**config.mk**
```make
export PLATFORM = sky130hd
export DESIGN_NAME = fifo_bit_deserializer_flat
export DESIGN_NICKNAME = d
export VERILOG_FILES = /design/src/rtl/fifo_bit_deserializer_pkg.sv /design/src/rtl/fifo_bit_deserializer_if.sv /design/src/rtl/fifo_bit_deserializer.sv /design/src/flat_wrapper.sv
export SDC_FILE = /design/constraint.sdc
export NUM_CORES = 1
export LEC_CHECK = 0
export ABC_AREA = 1
export BUFFER_PORTS_ARGS = -buffer_cell sky130_fd_sc_hd__buf_2
export CORE_ASPECT_RATIO = 1.2
export CORE_MARGIN = 3
export CORE_UTILIZATION = 45
export DETAILED_ROUTE_END_ITERATION = 12
export HOLD_SLACK_MARGIN = 0.06
export PLACE_DENSITY_LB_ADDON = 0.3
export SLEW_MARGIN = 20
export SYNTH_ARGS = -nofsm -noshare
export SYNTH_HDL_FRONTEND = slang
export SYNTH_SLANG_ARGS = --single-unit
```
**constraint.sdc**
```tcl
create_clock -name clk -period 2.05 [get_ports clk]
set_clock_uncertainty 0.2 [all_clocks]
set_input_delay 0.41 -clock clk [delete_from_list [all_inputs] [get_ports clk]]
set_output_delay 0.41 -clock clk [all_outputs]
set_load 0.02 [all_outputs]
```
**src/rtl/fifo_bit_deserializer_pkg.sv**
```systemverilog
`default_nettype none
// ============================================================================
// Module   : fifo_deser_pkg
// Brief    : Shared state encoding and sizing helper for the bit deserializer.
// Revision : 1.0 - initial release
// ============================================================================
package fifo_deser_pkg;

  typedef enum logic [0:0] {
    FILL = 1'b0,
    WAIT = 1'b1
  } deser_state_t;

  function automatic int beats(input int in_w, input int out_w);
    return out_w / in_w;
  endfunction

endpackage
`default_nettype wire

```
**src/rtl/fifo_bit_deserializer_if.sv**
```systemverilog
`default_nettype none
// ============================================================================
// Module   : fifo_bit_deserializer_if
// Brief    : FIFO-side and output-side handshake bundle of the deserializer.
//            out_parity_o exists only when FIFO_DESER_PARITY_EN is defined.
// Revision : 1.0 - initial release
// ============================================================================
interface fifo_bit_deserializer_if #(
  parameter int IN_W  = 1,
  parameter int OUT_W = 4
);

  logic             fifo_empty_i;
  logic [IN_W-1:0]  fifo_data_i;
  logic             fifo_pop_o;
  logic             out_valid_o;
  logic [OUT_W-1:0] out_data_o;
  logic             out_ready_i;
`ifdef FIFO_DESER_PARITY_EN
  logic             out_parity_o;

  modport master (
    input  fifo_empty_i, fifo_data_i, out_ready_i,
    output fifo_pop_o, out_valid_o, out_data_o, out_parity_o
  );

  modport slave (
    output fifo_empty_i, fifo_data_i, out_ready_i,
    input  fifo_pop_o, out_valid_o, out_data_o, out_parity_o
  );
`else
  modport master (
    input  fifo_empty_i, fifo_data_i, out_ready_i,
    output fifo_pop_o, out_valid_o, out_data_o
  );

  modport slave (
    output fifo_empty_i, fifo_data_i, out_ready_i,
    input  fifo_pop_o, out_valid_o, out_data_o
  );
`endif

endinterface
`default_nettype wire

```
**src/rtl/fifo_bit_deserializer.sv**
```systemverilog
`default_nettype none
// ============================================================================
// Module   : fifo_bit_deserializer
// Brief    : Pops IN_W-bit beats from a FWFT FIFO and packs OUT_W/IN_W of them
//            LSB-first into a word on a valid/ready port. Optional even-parity
//            output under macro FIFO_DESER_PARITY_EN.
// Revision : 1.0 - initial release
// ============================================================================
module fifo_bit_deserializer
  import fifo_deser_pkg::*;
#(
  parameter int IN_W  = 1,
  parameter int OUT_W = 4
) (
  input  wire                      clk,
  input  wire                      reset,
  fifo_bit_deserializer_if.master  bus
);

  localparam int BEATS = beats(IN_W, OUT_W);
  localparam int CNT_W = (BEATS > 1) ? $clog2(BEATS) : 1;
  localparam logic [CNT_W-1:0] C_LAST_BEAT = CNT_W'(BEATS - 1);

  generate
    if ((OUT_W % IN_W) != 0 || (OUT_W / IN_W) < 2) begin : g_bad_params
      $error("fifo_bit_deserializer: OUT_W must be a multiple of IN_W with at least 2 beats");
    end
  endgenerate

  deser_state_t     r_state;
  deser_state_t     w_state_nxt;
  logic [CNT_W-1:0] r_beat_cnt;
  logic [CNT_W-1:0] w_cnt_nxt;
  logic [OUT_W-1:0] r_shift;
  logic [OUT_W-1:0] w_shift_nxt;
  logic             r_out_valid;
  logic             w_valid_nxt;
  logic [OUT_W-1:0] r_out_data;
  logic [OUT_W-1:0] w_data_nxt;
  logic [OUT_W-1:0] w_word;
  logic             w_pop;
  logic             w_last_beat;
  logic             w_out_free;
  logic             w_load;

  // Pop is held low while reset is asserted, independent of FIFO state.
  assign w_pop       = reset && (r_state == FILL) && !bus.fifo_empty_i;
  assign w_last_beat = (r_beat_cnt == C_LAST_BEAT);
  assign w_out_free  = !r_out_valid || bus.out_ready_i;

  always_comb begin
    w_word = r_shift;
    w_word[r_beat_cnt*IN_W +: IN_W] = bus.fifo_data_i;
  end

  always_comb begin
    w_state_nxt = r_state;
    w_cnt_nxt   = r_beat_cnt;
    w_shift_nxt = r_shift;
    w_valid_nxt = r_out_valid;
    w_data_nxt  = r_out_data;
    w_load      = 1'b0;
    case (r_state)
      FILL: begin
        if (r_out_valid && bus.out_ready_i) begin
          w_valid_nxt = 1'b0;
        end
        if (w_pop) begin
          if (!w_last_beat) begin
            w_shift_nxt = w_word;
            w_cnt_nxt   = r_beat_cnt + 1'b1;
          end else if (w_out_free) begin
            w_data_nxt  = w_word;
            w_valid_nxt = 1'b1;
            w_load      = 1'b1;
            w_cnt_nxt   = '0;
            w_shift_nxt = '0;
          end else begin
            // Output still occupied: park the completed word until it drains.
            w_shift_nxt = w_word;
            w_state_nxt = WAIT;
          end
        end
      end
      WAIT: begin
        if (bus.out_ready_i) begin
          w_data_nxt  = r_shift;
          w_valid_nxt = 1'b1;
          w_load      = 1'b1;
          w_cnt_nxt   = '0;
          w_shift_nxt = '0;
          w_state_nxt = FILL;
        end
      end
      default: begin
        w_state_nxt = FILL;
      end
    endcase
  end

  always_ff @(posedge clk or negedge reset) begin
    if (!reset) begin
      r_state     <= FILL;
      r_beat_cnt  <= '0;
      r_shift     <= '0;
      r_out_valid <= 1'b0;
      r_out_data  <= '0;
    end else begin
      r_state     <= w_state_nxt;
      r_beat_cnt  <= w_cnt_nxt;
      r_shift     <= w_shift_nxt;
      r_out_valid <= w_valid_nxt;
      r_out_data  <= w_data_nxt;
    end
  end

  assign bus.fifo_pop_o  = w_pop;
  assign bus.out_valid_o = r_out_valid;
  assign bus.out_data_o  = r_out_data;

`ifdef FIFO_DESER_PARITY_EN
  logic r_parity;

  always_ff @(posedge clk or negedge reset) begin
    if (!reset) begin
      r_parity <= 1'b0;
    end else if (w_load) begin
      r_parity <= ^w_data_nxt;
    end
  end

  assign bus.out_parity_o = r_parity;
`else
  logic w_load_unused;
  assign w_load_unused = w_load;
`endif

endmodule
`default_nettype wire
```
**src/flat_wrapper.sv**
```systemverilog
// flat-port wrapper written by rule: the top's interface ports become plain ports
module fifo_bit_deserializer_flat import fifo_deser_pkg::*;
#(
  parameter int IN_W  = 1,
  parameter int OUT_W = 4
)
  (clk, reset, bus_fifo_empty_i, bus_fifo_data_i, bus_out_ready_i, bus_fifo_pop_o, bus_out_valid_o, bus_out_data_o);
  fifo_bit_deserializer_if #(.IN_W(IN_W), .OUT_W(OUT_W)) bus_i ();
  input  wire clk;
  input  wire reset;
  input wire logic [$bits(bus_i.fifo_empty_i)-1:0] bus_fifo_empty_i;
  input wire logic [$bits(bus_i.fifo_data_i)-1:0] bus_fifo_data_i;
  input wire logic [$bits(bus_i.out_ready_i)-1:0] bus_out_ready_i;
  output wire logic [$bits(bus_i.fifo_pop_o)-1:0] bus_fifo_pop_o;
  output wire logic [$bits(bus_i.out_valid_o)-1:0] bus_out_valid_o;
  output wire logic [$bits(bus_i.out_data_o)-1:0] bus_out_data_o;
  assign bus_i.fifo_empty_i = bus_fifo_empty_i;
  assign bus_i.fifo_data_i = bus_fifo_data_i;
  assign bus_i.out_ready_i = bus_out_ready_i;
  assign bus_fifo_pop_o = bus_i.fifo_pop_o;
  assign bus_out_valid_o = bus_i.out_valid_o;
  assign bus_out_data_o = bus_i.out_data_o;
  fifo_bit_deserializer #(.IN_W(IN_W), .OUT_W(OUT_W)) u_core (.clk(clk), .reset(reset), .bus(bus_i));
endmodule
```
==> results_dict.tcl <==
set metrics [dict create \
    avgViaCountPerCell 4.697 \
    die_area_um2 2327 \
    drive_gt1_share_pct 18.55 \
    syn_inst 110 \
    track_usage_pct 16.62 \
    min_path_type "reg -> reg" \
    powerDensity_nw_per_um2 1159 \
    crit_top_cell "buf_2" \
    setup_viol 0 \
    grt-ovfl-total 0 \
    cts_root_buf "clkbuf_4" \
    first_pass_iters 4 \
    tightest_slew_ns 0.4476 \
    endpoint_kind "output port" \
    path_max_fanout 3 \
    crit_slowest_cell "dlygate4sd3_1" \
    area_delta_synth_final_pct 12.64 \
    cts_buffers 3 \
    synth_fp_nets 121 \
    status "complete, no violations" \
    seq_area_um2 300.3 \
    yosysWarnings 0 \
    io_pins 11 \
    row_count 16 \
    clk-insertion-delay-late_ns 0.28 \
    cp_cell_sequence "dlygate4sd3_1 -> buf_2 -> nand2_1 -> nor2_1 -> buf_2" \
    vias 667 \
    slew_violations 0 \
    max_stage_delay_ns 0.53 \
    fin_setup_tns_ns 0 \
    pre_cts_ws_ns 0.3328 \
    grt_pass1_wl_um 2711 \
    final-hold-violation-count 0 \
    htreeDepth 1 \
    drtIter0Drc 17 \
    synth_seq_cells 12 \
    final_core_utilization_pct 54.37 \
    grt_antenna_before_repair 0 \
    place.gp.congestion 0.9402 \
    seq_area_frac_synth_pct 37.44 \
    final_nets 137 \
    wl_per_cell_um 10.59 \
    setup_ws_ns 0.04555 \
    post-route-period-util_pct 97.78 \
    place_hpwl_um 1151 \
    start_kind "primary input" \
    die_h_um 52.25 \
    period_minus_slack_ns 2.004 \
    wirelength_um 1504 \
    cts_tree "done" \
    clockBufferDepth 2 \
    dp_cells 138 \
    synth_cell_types 16 \
    final_cells 142 \
    start_util_pct 48.27 \
    crit_required_ns 1.44 \
    slew_headroom_pct 70.16 \
    nFillCells 143 \
    dieWidth_um 44.54 \
    grt_max_degree 13 \
    post_cts_buffers 0 \
    syn_area_per_cell_um2 7.291 \
    path_class "in -> out" \
    dpl-instance-area_um2 870.8 \
    maxCapViolCount 0 \
    multiInputGateArea_um2 422.9 \
    core-area_um2 1662 \
    grt_pass1_vias 613 \
    ant_nets 0 \
    drc 0 \
    syn_area_um2 802.0 \
    hold_slack_ns 0.2741 \
    stdcell_area_um2 903.4 \
    fmax_mhz 498.9 \
    cts_sinks 12 \
    port_buffers 10 \
    rsz0062_at_grt "false" \
    vdd_drop_max_mv 0.4848 \
    power_mw 1.047 \
    p_leak_nw 0.5341 \
    antenna_cells 0 \
    path_clk_slew_ns 0.08 \
    arrival_ns 1.39 \
]
[sequential cells by signal, summed over array words and instances, names as in the netlist]
name	cells
u_core.r_state	1
u_core.bus.out_data_o	4
u_core.r_shift	4
u_core.bus.out_valid_o	1
u_core.r_beat_cnt	2
[critical path, delay by kind of cell]
| family | cells | cell delay, ns |
|---|---|---|
| AND/OR/NAND/NOR | 2 | 0.16 |
| buffers and inverters | 3 | 0.83 |
[path summary, 6_finish.rpt]
path | depth (start not counted) | from | end | slack, ns
setup / recovery | 5 | reset | bus_fifo_pop_o | 0.05
hold / removal | 2 | u_core.bus.out_data_o[0] | u_core.bus.out_data_o[0] | 0.27
setup reg to reg | 8 | u_core.r_beat_cnt[0] | u_core.r_shift[2] | 0.32
hold reg to reg | 2 | u_core.bus.out_data_o[0] | u_core.bus.out_data_o[0] | 0.27
max in group asynchronous | 3 | reset | u_core.r_shift[1] | 1.09
min in group asynchronous | 3 | reset | u_core.bus.out_data_o[3] | 0.40
[power by group]
| group | internal, mW | switching (mW) | leakage (nW) | total [mW] |
|---|---|---|---|---|
| Sequential | 0.323 | 0.0660 | 0.153 | 0.389 |
| Clock | 0.0682 | 0.0835 | 0.0138 | 0.152 |
| Combinational | 0.187 | 0.319 | 0.367 | 0.506 |
| Total | 0.578 | 0.468 | 0.534 | 1.05 |
[layout make-up]
type	count	area share [%]
multi-input cells	79	46.81
flip-flops and latches	12	33.24
repair buffers	12	7.479
inverters	18	7.479
clock buffers	3	2.493
well taps	18	2.493
[Yosys cell counts (all sizes together)]
library cell / instances / share of area (%)
a21oi: 2 / 2.2
nand3: 4 / 4.7
o21ai: 8 / 6.4
nor2: 19 / 9.8
ha: 6 / 9.4
nand2: 40 / 20
dfrtp: 12 / 37
buf: 1 / 1.4
inv: 18 / 8.4
[cell usage in the layout (no fill, tap or decap), types with 2 or more instances in the layout]
cell type and instances:
nand2_1 37, inv_1 18, nor2_1 18, dfrtp_1 12, buf_2 10, ha_1 6
o21ai_0 5, clkbuf_4 3, nand2_2 2, a21oi_2 2, nand3_1 2, o21ai_1 2
[repair_timing]
action | in CTS | in global routing
endpoints found under the hold margin | 12 | 0
gates resized for setup | 0 | 0
setup endpoints to repair | 0 | 0
hold buffers | 1 | 0
[layer usage]
layer / share of wire (%) / global-route usage (%) / vias to the layer above
met4: 3.5 / 13.57 / 0
met3: 5.2 / 2.062 / 5
met2: 44 / 25.36 / 17
met5: 0 / 0 / -
met1: 47 / 20.43 / 285
li1: - / - / 360
[cells by family after synthesis]
group                    share of synthesized area (%)
adder cells (fa/ha/maj)                          9.360
flip-flops                                       37.44
buffers and inverters                            9.828
AO/OA/AOI/OAI                                    8.581
AND/OR/NAND/NOR                                  34.79
No activity file was read; power rests on OpenSTA's default activity.
